### config.mk
export PLATFORM = sky130hd
export DESIGN_NAME = uart_rx_param
export DESIGN_NICKNAME = d
export VERILOG_FILES = /design/src/rtl/uart_rx_pkg.sv /design/src/rtl/uart_rx_sampler.sv /design/src/rtl/uart_rx_param.sv
export SDC_FILE = /design/constraint.sdc
export NUM_CORES = 1
export LEC_CHECK = 0
export BUFFER_PORTS_ARGS = -buffer_cell sky130_fd_sc_hd__clkbuf_2
export CELL_PAD_IN_SITES_DETAIL_PLACEMENT = 0
export CELL_PAD_IN_SITES_GLOBAL_PLACEMENT = 1
export CORE_MARGIN = 1
export CORE_UTILIZATION = 25
export CTS_CLUSTER_SIZE = 14
export DETAILED_ROUTE_END_ITERATION = 7
export GPL_TIMING_DRIVEN = 0
export PLACE_DENSITY_LB_ADDON = 0.3
export SLEW_MARGIN = 25
export SYNTH_ARGS = -nofsm -noshare
export SYNTH_HDL_FRONTEND = slang
export SYNTH_SLANG_ARGS = --single-unit
### constraint.sdc
create_clock -name i_clk -period 2.4 [get_ports i_clk]
set_clock_uncertainty 0.1 [all_clocks]
set_input_delay 0.24 -clock i_clk [delete_from_list [all_inputs] [get_ports i_clk]]
set_output_delay 0.24 -clock i_clk [all_outputs]
set_load 0.02 [all_outputs]
### src/rtl/uart_rx_pkg.sv
// uart_rx_pkg: shared types and constants for the parameterised UART receiver.
// Contents: FSM state enum, parity-mode enum, per-word error-flag payload,
// minimum data length and counter/index width helpers.
package uart_rx_pkg;

  // Shortest legal data length; shorter requests are promoted to this.
  localparam int unsigned DATA_MIN = 5;

  // Default configuration and the widths it implies.
  localparam int unsigned DATA_MAX_DEF    = 16;
  localparam int unsigned OVER_SAMPLE_DEF = 16;
  localparam int unsigned MID_SAMPLE_DEF  = 8;

  // Width needed to index n items (at least one bit).
  function automatic int unsigned idx_width(input int unsigned n);
    return (n > 1) ? $clog2(n) : 1;
  endfunction

  localparam int unsigned CNT_W_DEF = idx_width(OVER_SAMPLE_DEF);
  localparam int unsigned IDX_W_DEF = idx_width(DATA_MAX_DEF);

  typedef enum logic [2:0] {
    ST_IDLE   = 3'd0,
    ST_START  = 3'd1,
    ST_DATA   = 3'd2,
    ST_PARITY = 3'd3,
    ST_STOP   = 3'd4
  } rx_state_t;

  typedef enum logic [1:0] {
    PAR_NONE     = 2'b00,
    PAR_EVEN     = 2'b01,
    PAR_ODD      = 2'b10,
    PAR_NONE_ALT = 2'b11
  } parity_mode_t;

  // Error flags travelling with each received word.
  typedef struct packed {
    logic parity_err;
    logic frame_err;
  } rx_flags_t;

endpackage

### src/rtl/uart_rx_sampler.sv
// uart_rx_sampler: conditions the raw serial line for the receiver FSM.
// A 2-flop synchroniser (reset to idle-high) feeds the decision logic.
// With UART_RX_MAJORITY_EN defined, the output is the majority of the current
// synchronised value and the values captured on the two preceding i_stick
// ticks; otherwise it is the synchronised value alone.
// Ports:
//   i_clk, i_rst  clock, async active-high reset
//   i_stick       oversample tick (history capture strobe)
//   i_serial      raw serial input
//   o_line_c      conditioned line value (combinational from flops)
module uart_rx_sampler (
  input  logic i_clk,
  input  logic i_rst,
  input  logic i_stick,
  input  logic i_serial,
  output logic o_line_c
);

  logic [1:0] sync_q;

  // Metastability guard; idles high like the line.
  always_ff @(posedge i_clk or posedge i_rst) begin
    if (i_rst) sync_q <= 2'b11;
    else       sync_q <= {sync_q[0], i_serial};
  end

`ifdef UART_RX_MAJORITY_EN
  logic [1:0] hist_q;

  // Line values seen on the two most recent ticks.
  always_ff @(posedge i_clk or posedge i_rst) begin
    if (i_rst)        hist_q <= 2'b11;
    else if (i_stick) hist_q <= {hist_q[0], sync_q[1]};
  end

  assign o_line_c = (sync_q[1] & hist_q[0]) |
                    (sync_q[1] & hist_q[1]) |
                    (hist_q[0] & hist_q[1]);
`else
  logic stick_unused;
  assign stick_unused = i_stick;
  assign o_line_c     = sync_q[1];
`endif

endmodule

### src/rtl/uart_rx_param.sv
// uart_rx_param: run-time configurable UART receiver with valid/ready output.
// Optional build macro: UART_RX_MAJORITY_EN (3-tick majority bit decisions).
// Ports:
//   i_clk, i_rst        clock, async active-high reset
//   i_stick             oversample tick, OVER_SAMPLE per bit
//   i_rx_en             enables detection of new frames
//   i_rx_serial         raw serial line (idle high)
//   i_data_bits         data bits per frame (clamped to DATA_MIN..DATA_MAX)
//   i_parity_mode       00 none, 01 even, 10 odd, 11 none
//   i_stop_bits         0 one stop bit, 1 two stop bits
//   i_ready             downstream accept
//   o_rx_data           received word, zero-extended
//   o_rx_valid          word and flags valid
//   o_parity_err        parity mismatch on the presented word
//   o_frame_err         a stop bit was low on the presented word
//   o_overrun           one-cycle pulse when a finished word is dropped
//   o_busy              FSM outside IDLE
module uart_rx_param
  import uart_rx_pkg::*;
#(
  parameter int unsigned DATA_MAX    = DATA_MAX_DEF,
  parameter int unsigned OVER_SAMPLE = OVER_SAMPLE_DEF,
  parameter int unsigned MID_SAMPLE  = MID_SAMPLE_DEF
) (
  input  logic                        i_clk,
  input  logic                        i_rst,
  input  logic                        i_stick,
  input  logic                        i_rx_en,
  input  logic                        i_rx_serial,
  input  logic [$clog2(DATA_MAX):0]   i_data_bits,
  input  logic [1:0]                  i_parity_mode,
  input  logic                        i_stop_bits,
  input  logic                        i_ready,
  output logic [DATA_MAX-1:0]         o_rx_data,
  output logic                        o_rx_valid,
  output logic                        o_parity_err,
  output logic                        o_frame_err,
  output logic                        o_overrun,
  output logic                        o_busy
);

  localparam int unsigned NB_W  = $clog2(DATA_MAX) + 1;
  localparam int unsigned IDX_W = idx_width(DATA_MAX);
  localparam int unsigned CNT_W = idx_width(OVER_SAMPLE);

  localparam logic [CNT_W-1:0] CNT_MID = CNT_W'(MID_SAMPLE - 1);
  localparam logic [CNT_W-1:0] CNT_END = CNT_W'(OVER_SAMPLE - 1);

  // Map any requested length into the supported range.
  function automatic logic [NB_W-1:0] clamp_bits(input logic [NB_W-1:0] b);
    if (b < NB_W'(DATA_MIN)) return NB_W'(DATA_MIN);
    if (b > NB_W'(DATA_MAX)) return NB_W'(DATA_MAX);
    return b;
  endfunction

  logic                line_c;
  rx_state_t           state_q;
  logic [CNT_W-1:0]    cnt_q;
  logic [NB_W-1:0]     bit_q;
  logic [NB_W-1:0]     nbits_q;
  parity_mode_t        pmode_q;
  logic                stop2_q;
  logic                stop_idx_q;
  logic [DATA_MAX-1:0] shift_q;
  logic                par_acc_q;
  rx_flags_t           pend_q;
  rx_flags_t           flags_q;
  logic                done_q;
  logic                par_en_c;
  logic                centre_c;

  uart_rx_sampler u_sampler (
    .i_clk    (i_clk),
    .i_rst    (i_rst),
    .i_stick  (i_stick),
    .i_serial (i_rx_serial),
    .o_line_c (line_c)
  );

  assign par_en_c = (pmode_q == PAR_EVEN) || (pmode_q == PAR_ODD);
  assign centre_c = (cnt_q == CNT_END);

  // Frame FSM; everything advances only on oversample ticks.
  always_ff @(posedge i_clk or posedge i_rst) begin
    if (i_rst) begin
      state_q    <= ST_IDLE;
      cnt_q      <= '0;
      bit_q      <= '0;
      nbits_q    <= NB_W'(DATA_MIN);
      pmode_q    <= PAR_NONE;
      stop2_q    <= 1'b0;
      stop_idx_q <= 1'b0;
      shift_q    <= '0;
      par_acc_q  <= 1'b0;
      pend_q     <= '0;
      done_q     <= 1'b0;
      o_busy     <= 1'b0;
    end else begin
      done_q <= 1'b0;
      if (i_stick) begin
        unique case (state_q)
          ST_IDLE: begin
            if (i_rx_en && !line_c) begin
              state_q    <= ST_START;
              o_busy     <= 1'b1;
              cnt_q      <= '0;
              bit_q      <= '0;
              stop_idx_q <= 1'b0;
              shift_q    <= '0;
              par_acc_q  <= 1'b0;
              pend_q     <= '0;
              nbits_q    <= clamp_bits(i_data_bits);
              pmode_q    <= parity_mode_t'(i_parity_mode);
              stop2_q    <= i_stop_bits;
            end
          end
          ST_START: begin
            if (cnt_q == CNT_MID) begin
              cnt_q <= '0;
              if (line_c) begin
                state_q <= ST_IDLE;
                o_busy  <= 1'b0;
              end else begin
                state_q <= ST_DATA;
              end
            end else begin
              cnt_q <= cnt_q + CNT_W'(1);
            end
          end
          ST_DATA: begin
            if (centre_c) begin
              cnt_q                      <= '0;
              shift_q[bit_q[IDX_W-1:0]]  <= line_c;
              par_acc_q                  <= par_acc_q ^ line_c;
              if (bit_q == nbits_q - NB_W'(1)) begin
                bit_q   <= '0;
                state_q <= par_en_c ? ST_PARITY : ST_STOP;
              end else begin
                bit_q <= bit_q + NB_W'(1);
              end
            end else begin
              cnt_q <= cnt_q + CNT_W'(1);
            end
          end
          ST_PARITY: begin
            if (centre_c) begin
              cnt_q   <= '0;
              state_q <= ST_STOP;
              // Even: parity bit equals XOR of data; odd: its inverse.
              if (line_c != (par_acc_q ^ (pmode_q == PAR_ODD)))
                pend_q.parity_err <= 1'b1;
            end else begin
              cnt_q <= cnt_q + CNT_W'(1);
            end
          end
          ST_STOP: begin
            if (centre_c) begin
              cnt_q <= '0;
              if (!line_c) pend_q.frame_err <= 1'b1;
              if (stop2_q && !stop_idx_q) begin
                stop_idx_q <= 1'b1;
              end else begin
                state_q <= ST_IDLE;
                o_busy  <= 1'b0;
                done_q  <= 1'b1;
              end
            end else begin
              cnt_q <= cnt_q + CNT_W'(1);
            end
          end
          default: begin
            state_q <= ST_IDLE;
            o_busy  <= 1'b0;
          end
        endcase
      end
    end
  end

  // Output holding register with valid/ready and overrun detection.
  always_ff @(posedge i_clk or posedge i_rst) begin
    if (i_rst) begin
      o_rx_data  <= '0;
      o_rx_valid <= 1'b0;
      flags_q    <= '0;
      o_overrun  <= 1'b0;
    end else begin
      o_overrun <= 1'b0;
      if (done_q) begin
        if (!o_rx_valid || i_ready) begin
          o_rx_data  <= shift_q;
          flags_q    <= pend_q;
          o_rx_valid <= 1'b1;
        end else begin
          o_overrun <= 1'b1;
        end
      end else if (i_ready) begin
        o_rx_valid <= 1'b0;
      end
    end
  end

  assign o_parity_err = flags_q.parity_err;
  assign o_frame_err  = flags_q.frame_err;

endmodule

==> metrics.yaml <==
cells_and_area:
  antenna_cells: 0
  final_cell_mix: "dfrtp_1 (60), nand2_1 (45), clkbuf_2 (34), nor2_1 (18), mux2_2 (18)"
  nFillCells: 1253
  nets: 367
  area_growth_syn_to_layout_pct: 23.24
  layout-drive-gt1-share_pct: 26.29
  final_cells: 518
  layout_commonest_cell: "dfrtp_1"
placement:
  dp.cells: 500
  gp_congestion: 0.7225
  io_buffers: 34
  place_ws_ns: 0.1325
  dp_hpwl_microns: 4876
setup_path:
  end_kind: "flop"
  crit_required_ns: 2.52
  r2r-start: "nbits_q[0]"
  start_kind: "flop"
  r2r_slack_ns: 0.19
  cp_max_fo: 8
  r2r_end: "bit_q[4]"
  cp.arrival_ns: 2.32
  worstRegToRegCells: 7
  critPathKind: "flop to flop"
route:
  ant_nets: 0
  viasPerCell: 4.400
  wl_per_cell_microns: 13.44
  drc: 0
  drtIter0Drc: 155
  dr.pass1.iters: 4
  drt-total-wl_microns: 6960
  vias: 2279
sta:
  timing.fmax_ghz: 0.4535
  worst_pin_slew_ns: 0.7027
  fin_ws_ns: 0.1949
  slew_viol_final: 0
  relSlewSlack_pct: 53.15
  rsz0062_at_grt: "no"
  setup_viol: 0
  fin_crit_sh_pct: 91.88
  fin_hold_ws_ns: 0.01731
  hold_violations: 0
  fin_crit_ns: 2.205
clock_network:
  cts_tree: "built"
  worstSkewPairLatency_ns: 0.33
  cts_setup_buffers: 0
  cts_made_buffers: 9
  cts.clk_slew.worst_paths_ns: 0.05
  tritoncts_num_sinks: 64
  clockBufferDepth: 2
  htreeDepth: 3
  clockRootBuffer: "clkbuf_16"
synth:
  synth_seq_cells: 64
  ys.flop_type: "dfrtp_1"
  ys_warn_count: 0
  yosysUniqueCellTypes: 50
  synth-seq-area-share_pct: 50.91
  synth.net_count: 318
  syn_area_per_cell_sq_um: 10.62
  syn_area_sq_mm: 0.003156
  async_reset_ff_share_pct: 100.0
  synthCells: 297
  synth_edf_count: 0
outcome:
  outcome: "completed"
run:
  maxCapViolCount: 0
worst_hold_path:
  worst_hold_path.endpoint: "pmode_q[0]"
  min_from: "i_parity_mode[0]"
  hold_depth: 3
  min_path_type: "input pin to flop"
floorplanning:
  rows: 40
  core_sq_mm: 0.01216
  die_height_microns: 114.4
  boundaryPins: 35
  initial_core_util_pct: 25.95
  dieWidth_microns: 114.4
  die_area_sq_mm: 0.01308
grt:
  antenna_found_initial: 0
  grt_first_pass_wirelength_microns: 11990
  grt_util_all_layers_pct: 11.94
  grt_max_degree: 51
  grt_pass1_vias: 2346
  grt_overflow: 0
power:
  total_power_w: 0.003388
  p_per_area_mw_per_mm2: 871.1
  irDropWorstVdd_mv: 0.2871
  p_leak_nw: 1.884
[Yosys cell counts (2+ instances only)]
| master | number | area share, % |
|---|---|---|
| dfrtp_1 | 60 | 48 |
| nand2_1 | 45 | 5.4 |
| mux2_2 | 18 | 6.4 |
| nor2_1 | 18 | 2.1 |
| mux2i_1 | 16 | 5.1 |
| inv_1 | 14 | 1.7 |
| o21ai_0 | 13 | 2.1 |
| nand3_1 | 12 | 1.9 |
| a21oi_1 | 9 | 1.4 |
| clkbuf_1 | 7 | 0.83 |
| ha_1 | 7 | 2.8 |
| nand2b_1 | 5 | 0.99 |
| nand4b_1 | 5 | 1.4 |
| xnor2_1 | 5 | 1.4 |
| buf_6 | 4 | 1.4 |
| dfstp_2 | 4 | 3.3 |
| o31ai_1 | 4 | 0.95 |
| xor2_1 | 4 | 1.1 |
| a22oi_1 | 3 | 0.71 |
| buf_2 | 3 | 0.48 |
| nand4_1 | 3 | 0.59 |
| o22ai_1 | 3 | 0.59 |
| a22o_1 | 2 | 0.56 |
| a41oi_1 | 2 | 0.56 |
| buf_4 | 2 | 0.48 |
| nor2b_1 | 2 | 0.40 |
| o2111ai_1 | 2 | 0.56 |
| o211ai_1 | 2 | 0.48 |
| o32ai_1 | 2 | 0.56 |
[registers in the layout (all words and copies together), names as in the netlist, 2 cells and up]
register and count:
bit_q 5, o_rx_data 16, cnt_q 4, state_q 3, pmode_q 2, pend_q 2, shift_q 16, u_sampler.sync_q 2
nbits_q 5
[logic make-up (layout without fill, tap and decap cells)]
group / count (synthesis) / in the layout / share of synthesized area, %
and+or+nand+nor: 100 / 100 / 15.31
DFF: 64 / 64 / 50.91
AOI/OAI and AO/OA: 52 / 52 / 11.82
muxes: 34 / 34 / 11.50
buffers and inverters: 30 / 83 / 4.877
xor gates and xnor gates: 9 / 9 / 2.498
adders and majority gates: 8 / 8 / 3.093
[per-layer routing]
layer	global-route usage, %	wire length (microns)	vias up
li1	-	-	1143
met1	16.66	3526	1100
met2	17.66	3078	29
met3	3.176	256	7
met4	4.416	98	0
met5	0	0	-
[per-stage QoR]
step / instance area [sq um] / util [%] / TNS, ns
2_1_floorplan: 3156 / - / 0
3_3_place_gp: 3536 / 29.07 / -27.54
3_5_place_dp: 3566 / 29.32 / 0
4_1_cts: 3884 / 31.93 / 0
5_1_grt: 3889 / 31.98 / 0
6_report: 3889 / 31.98 / 0
[cell type report]
cell class / instances / area (sq um) / share of cell area (%)
flip-flops and latches: 64 / 1607 / 41.31
repair buffers: 38 / 227.7 / 5.856
well taps: 168 / 210.2 / 5.405
multi-input cells: 203 / 1400 / 36.00
plain buffers: 16 / 101.3 / 2.606
clock inverters: 4 / 45.04 / 1.158
inverters: 14 / 55.05 / 1.416
clock buffers: 11 / 242.7 / 6.242
[report_power, final]
group | total (W) | internal, W | switching (W)
Sequential | 0.00137 | 0.00124 | 0.000130
Clock | 0.00127 | 0.000820 | 0.000449
Combinational | 0.000746 | 0.000308 | 0.000439
[worst max-delay path by stage]
| stage | startpoint | to | slack, ns |
|---|---|---|---|
| after detailed placement | nbits_q[0] | bit_q[2] | 0.13 |
| after CTS | nbits_q[0] | bit_q[4] | 0.12 |
| final | nbits_q[0] | bit_q[4] | 0.19 |
| after global routing | nbits_q[0] | bit_q[4] | 0.05 |
| after global placement | i_rst | o_rx_data[1] | -0.46 |
| after floorplan | nbits_q[0] | bit_q[2] | 0.45 |
[worst max-delay path, stage by stage, from the launching register on]
cell	delay, ns
dfstp_2	0.55
inv_1	0.06
ha_1	0.24
xnor2_1	0.17
a22oi_1	0.09
o2111ai_1	0.33
nand3_2	0.22
o32ai_1	0.34
[repair_timing]
item | 4_1_cts | 5_1_grt
hold buffers | 3 | 0
gates resized for setup | 0 | 1
endpoints found under the setup margin | 0 | 1
hold endpoints to repair | 16 | 0
Note: power is estimated with default switching activity, not from simulation.
